**config.mk**
```make
export PLATFORM = sky130hd
export DESIGN_NAME = serial_adder
export DESIGN_NICKNAME = d
export VERILOG_FILES = /design/src/rtl/serial_adder.sv
export SDC_FILE = /design/constraint.sdc
export NUM_CORES = 1
export LEC_CHECK = 0
export CAP_MARGIN = 20
export CORE_MARGIN = 2
export CORE_UTILIZATION = 49
export CTS_CLUSTER_DIAMETER = 40
export CTS_CLUSTER_SIZE = 12
export DETAILED_ROUTE_END_ITERATION = 16
export GPL_TIMING_DRIVEN = 0
export PLACE_DENSITY = 0.88
export SLEW_MARGIN = 20
export SYNTH_ARGS = -nofsm -noshare
export SYNTH_HDL_FRONTEND = slang
export SYNTH_SLANG_ARGS = --single-unit
```
**constraint.sdc**
```tcl
create_clock -name clk -period 1.9 [get_ports clk]
set_clock_uncertainty 0.1 [all_clocks]
set_input_delay 0.57 -clock clk [delete_from_list [all_inputs] [get_ports clk]]
set_output_delay 0.57 -clock clk [all_outputs]
set_load 0.02 [all_outputs]
```
**src/rtl/serial_adder.sv**
```systemverilog
// Bit-serial adder/subtractor: one full-adder cell and a carry flop process
// the operands LSB-first, one bit per clock, behind valid/ready handshakes.
module serial_adder #(
    parameter int unsigned WIDTH = 8
) (
    input  logic             clk,
    input  logic             rst,
    input  logic             in_valid,
    output logic             in_ready,
    input  logic [WIDTH-1:0] a,
    input  logic [WIDTH-1:0] b,
    input  logic             carry_in,
    input  logic             sub,
    output logic             out_valid,
    input  logic             out_ready,
    output logic [WIDTH-1:0] sum,
    output logic             carry_out,
    output logic             overflow
);

    localparam int unsigned CW = $clog2(WIDTH + 1);
    localparam logic [CW-1:0] LastBit = CW'(WIDTH - 1);

    typedef enum logic [1:0] {StIdle, StRun, StDone} state_e;

    state_e           state_q, state_d;
    logic [WIDTH-1:0] a_q, a_d;
    logic [WIDTH-1:0] b_q, b_d;
    logic             c_q, c_d;
    logic [CW-1:0]    cnt_q, cnt_d;
    logic [WIDTH-1:0] sum_q, sum_d;
    logic             carry_out_q, carry_out_d;
    logic             overflow_q, overflow_d;

    logic             s_bit;
    logic             c_nxt;
    logic [WIDTH-1:0] sum_shift;

    // Full-adder cell on the current LSBs and the running carry.
    always_comb begin
        s_bit = a_q[0] ^ b_q[0] ^ c_q;
        c_nxt = (a_q[0] & b_q[0]) | (c_q & (a_q[0] ^ b_q[0]));
        // New sum bit enters at the MSB; after WIDTH shifts bit 0 sits at the LSB.
        sum_shift = sum_q >> 1;
        sum_shift[WIDTH-1] = s_bit;
    end

    // Next-state, datapath updates and handshake outputs.
    always_comb begin
        state_d     = state_q;
        a_d         = a_q;
        b_d         = b_q;
        c_d         = c_q;
        cnt_d       = cnt_q;
        sum_d       = sum_q;
        carry_out_d = carry_out_q;
        overflow_d  = overflow_q;
        in_ready    = (state_q == StIdle);
        out_valid   = (state_q == StDone);

        unique case (state_q)
            StIdle: begin
                if (in_valid) begin
                    a_d     = a;
                    // Subtraction as a + ~b + 1; carry_in is ignored then.
                    b_d     = sub ? ~b : b;
                    c_d     = sub ? 1'b1 : carry_in;
                    cnt_d   = '0;
                    state_d = StRun;
                end
            end
            StRun: begin
                a_d   = a_q >> 1;
                b_d   = b_q >> 1;
                c_d   = c_nxt;
                sum_d = sum_shift;
                cnt_d = cnt_q + 1'b1;
                if (cnt_q == LastBit) begin
                    // c_q is the carry into the MSB here.
                    overflow_d  = c_q ^ c_nxt;
                    carry_out_d = c_nxt;
                    state_d     = StDone;
                end
            end
            StDone: begin
                if (out_ready) begin
                    state_d = StIdle;
                end
            end
            default: state_d = StIdle;
        endcase
    end

    // State register with synchronous reset; reset discards any partial result.
    always_ff @(posedge clk) begin
        if (rst) begin
            state_q     <= StIdle;
            a_q         <= '0;
            b_q         <= '0;
            c_q         <= 1'b0;
            cnt_q       <= '0;
            sum_q       <= '0;
            carry_out_q <= 1'b0;
            overflow_q  <= 1'b0;
        end else begin
            state_q     <= state_d;
            a_q         <= a_d;
            b_q         <= b_d;
            c_q         <= c_d;
            cnt_q       <= cnt_d;
            sum_q       <= sum_d;
            carry_out_q <= carry_out_d;
            overflow_q  <= overflow_d;
        end
    end

    assign sum       = sum_q;
    assign carry_out = carry_out_q;
    assign overflow  = overflow_q;

endmodule

```
**Word-level counts from Yosys, hierarchy flattened**

Cells that the tools add are included.

- RAM bits: 0
- Bits of input ports: 22
- Memories kept: 0
- Output and inout bits: 12
- Latch bits: 0
- ROM bits: 0
- Word-level logic and storage cells: 41
- Bits in registers: 33

- $add $sub $neg: 1
- Eq/ne operators: 6
- Shift-type cells: 0
- Reduce and logical (&&, ||, !) cells: 5
- $mul: 0
- Div/mod/pow operators: 0
- Order comparisons: 0
- Mux-type cells: 14
- Bitwise logic cells: 7

Operators by type and width:

| cell | number |
|---|---|
| one-hot mux 8 bit (2 select lines) | 2 |
| 2-to-1 mux 8 bit | 3 |
| inverter 8 bit | 1 |
| one-hot mux 4 bit (2 select lines) | 1 |
| 2-to-1 mux 2 bit | 3 |
| one-hot mux 2 bit (3 select lines) | 1 |
| adder 4 x 1 -> 4 bit (second input constant) | 1 |
| equality test 4 x 3 -> 1 bit (second input constant) | 1 |
| 2-to-1 mux 4 bit | 1 |
| inequality test 2 bit (second input constant) | 2 |
| AND reduction 2 bit | 2 |
| AND reduction 3 bit | 1 |
| bitwise XOR 1 bit | 3 |
| AND 1 bit | 2 |
| equality test 2 x 1 -> 1 bit (second input constant) | 1 |
| equality test 2 bit (second input constant) | 1 |
| logical NOT 2 bit | 1 |
| 2-to-1 mux 1 bit | 2 |
| inequality test 2 x 1 -> 1 bit (second input constant) | 1 |
| one-hot mux 1 bit (2 select lines) | 1 |
| nonzero test 2 bit | 1 |
| bitwise OR 1 bit | 1 |

**Depth between registers and ports, before layout**

- Word-level depth: 4
- Gate-level depth with buffers: 6

**Least setup slack after synthesis**

No wires, ideal clock.

- Path type: register to output
- Start: register state_q[1]
- End: output port in_ready
- Buffers on the path: 2
- Stages on the path, launching flop included: 4
- Setup slack: 0.295 ns
- Arrival time: 0.935 ns
- Cell sequence: dfxtp_1 > buf_2 > buf_2 > nor2_1

- Longest elaborated chain between the ends: 1

RTL lines:

| element | line | text |
|---|---|---|
| start: declaration | 26 | `state_e state_q, state_d;` |
| start signal: assignment | 97 | `state_q <= StIdle;` |
| start signal: assignment | 106 | `state_q <= state_d;` |
| logical NOT 2 bit | 58 | `in_ready = (state_q == StIdle);` |
| end: declaration | 9 | `output logic in_ready,` |

Every way passes these cells.

**Worst setup path after layout**

- Start: register state_q[0]
- End: output port in_ready

Same word-level chain as after synthesis.

==> results_dict.tcl <==
set metrics [dict create \
    chipWidth_um 60.4 \
    cts.sinks 33 \
    final_cells 266 \
    ys_ff_latch 33 \
    grt_pass1_vias 1290 \
    hold_violations 0 \
    slew_viol_final 0 \
    required_ps 1230 \
    synthTopCellsByArea "dfxtp_1 (42%), a21oi_1 (8.4%), nand2_1 (5.1%), o221a_2 (5.1%), nor2_1 (4.8%)" \
    diodes 0 \
    synth.most_common_cell "dfxtp_1" \
    placementRows 20 \
    peakVddDrop_v 0.000352 \
    synthMuxAreaShare 0.00643 \
    grt_max_degree 20 \
    path_max_fanout 10 \
    ioPinCount 34 \
    worst_pin_slew_ps 485 \
    fin_util 0.648 \
    max_freq_mhz 544 \
    ff2ff_setup_slack_ps 490 \
    io_buffers 30 \
    seqPwrFrac 0.553 \
    leakage_nw 0.777 \
    synth_nets 210 \
    period_needed_ps 1840 \
    intPower_w 0.00102 \
    holdPathStages 2 \
    drcViolationCount 0 \
    wl_mm 3.24 \
    seq_area_frac_synth 0.424 \
    worstHoldStart "sum[0]" \
    yosys.area_share.simple 0.152 \
    async_flop_share 0 \
    die_area_mm2 0.00364 \
    fin_crit_sh 0.967 \
    synth_common_cells "dfxtp_1 (33), a21oi_1 (26), nand2_1 (21)" \
    cts_buffer_depth 2 \
    synth_top_family_by_area "compound AO/OA/AOI/OAI gates" \
    start_util 0.514 \
    wire_per_inst_um 12.2 \
    cts_tree "done" \
    place_congestion 0.830 \
    power.switching_w 0.000345 \
    num_vias 1371 \
    synth_xor_area_frac 0.0506 \
    synth_top_area_share 0.424 \
    cts-root-buf "clkbuf_4" \
    nets 246 \
    gr-total-overflow 0 \
    rr_worst_depth 3 \
    post-place-cells 260 \
    die_h_um 60.4 \
    hpwl_mm 2.36 \
    setup_viol 0 \
    synth-adder-area-share 0.0209 \
    power_density_mw_per_mm2 695 \
    synth_cell_types 31 \
    timing.slew.headroom 0.677 \
    synth_edf_count 0 \
    detail-route-antenna-nets 0 \
    drive_gt1_frac 0.131 \
    synth_area_per_cell_um2 8.37 \
    core_mm2 0.00303 \
    clkSlewWorstSetupHoldPaths_ps 90 \
    dr.pass1.iters 4 \
    synthFlopType "dfxtp_1" \
    synth_compound_area_frac 0.266 \
    yosys.area.top_type "dfxtp_1" \
    track_usage 0.201 \
    cap_viol_max_count 0 \
    drt_iter0_markers 67 \
    critPathCaptureType "primary output" \
    critPathLaunchType "flip-flop" \
    switching_share 0.253 \
    syn-cell-area_mm2 0.00156 \
    cts_setup_buffers 0 \
    outcome "complete, no violations" \
    area_delta_synth_final_pct 26.0 \
    via_per_inst 5.15 \
    antenna_found_initial 0 \
    finalSetupTns_ps 0 \
    path_class "flip-flop to primary output" \
    crit_start "state_q[0]" \
    r2r-start "a_q[0]" \
    grt_pass1_wl_mm 5.51 \
    timing.hold.ws_ps 362 \
    clkLatencyLatePin_ps 320 \
    rsz0062_at_grt "yes" \
    arrival_ps 1170 \
    synthCells 186 \
    ys_warn_count 0 \
    combinationalPowerShare 0.165 \
    h-tree-depth 2 \
    cts_made_buffers 5 \
    clkPwrFrac 0.282 \
    hp-class "flip-flop to flip-flop" \
    nFillCells 269 \
]
[registers in the layout, indices dropped and copies added, names as in the netlist]
register	flops
a_q	8
sum	8
c_q	1
carry_out	1
b_q	8
cnt_q	4
overflow	1
state_q	2
[cell usage in the layout (no fill, tap or decap), types with 3 or more instances in the layout]
cell              n
a211oi_1          3
a21oi_1          26
a22oi_1           9
buf_2             8
buf_6             3
clkbuf_1          5
clkbuf_4          5
clkdlybuf4s50_1  18
dfxtp_1          32
dlygate4sd2_1    10
inv_1            10
nand2_1          21
nand3_1           4
nor2_1           20
nor2b_1           3
o21ai_0           4
o221a_2           7
o22ai_1           7
xnor2_1           8
[final cells by class]
class                      instances  area, um^2  area share
buffer                            15        98.8      0.0504
clock buffer                       7        55.1      0.0281
inverter                          10        37.5      0.0191
multi-input combinational        127         772       0.394
sequential                        33         662       0.338
tap                               44        55.1      0.0281
timing repair buffer              30         280       0.143
[worst max-delay path, stage by stage, from the launching register on]
cell	delay [ps]
dfxtp_1	320
buf_6	140
buf_8	140
nor2_1	100
buf_4	140
[cell families (layout without fill, tap and decap cells)]
logic type,Yosys count,count (layout)
DFF,33,33
xor gates and xnor gates,9,9
AOI/OAI and AO/OA,62,62
and+or+nand+nor,53,53
adders and majority gates,2,2
muxes,1,1
buffers and inverters,26,62
[metal layers]
layer  track usage  share of wire  vias up
li1              -              -      721
met1         0.262           0.46      613
met2         0.303           0.47       33
met3        0.0746          0.052        4
met4        0.0794          0.014        0
met5             0              0        -
[power groups by stage]
stage          registers [W]  clock network (W)  logic [W]
2_1_floorplan       0.000766                  0   0.000146
5_1_grt             0.000758           0.000435   0.000248
3_5_place_dp        0.000768                  0   0.000224
3_3_place_gp        0.000768                  0   0.000220
4_1_cts             0.000753           0.000395   0.000223
6_report            0.000754           0.000384   0.000225
[through the flow]
stage / instance area, um^2 / power, W / setup WS (ps)
6_report: 1960 / 0.00136 / 62.5
5_1_grt: 1960 / 0.00144 / -7.08
4_1_cts: 1950 / 0.00137 / -25.2
3_5_place_dp: 1910 / 0.000992 / -255
3_3_place_gp: 1910 / 0.000988 / -245
2_1_floorplan: 1560 / 0.000912 / 295
[repair_timing]
| item | in CTS | in global routing |
|---|---|---|
| hold buffers | 0 | 0 |
| endpoints found under the setup margin | 12 | 2 |
| gates resized for setup | 21 | 6 |
| hold endpoints to repair | 0 | 0 |
| pin swaps | 0 | 0 |
[path summary, 6_finish.rpt]
kind,to
max,in_ready
min,sum[0]
max reg2reg,overflow
min reg2reg,sum[0]
Power figures use the tool's default switching activity.
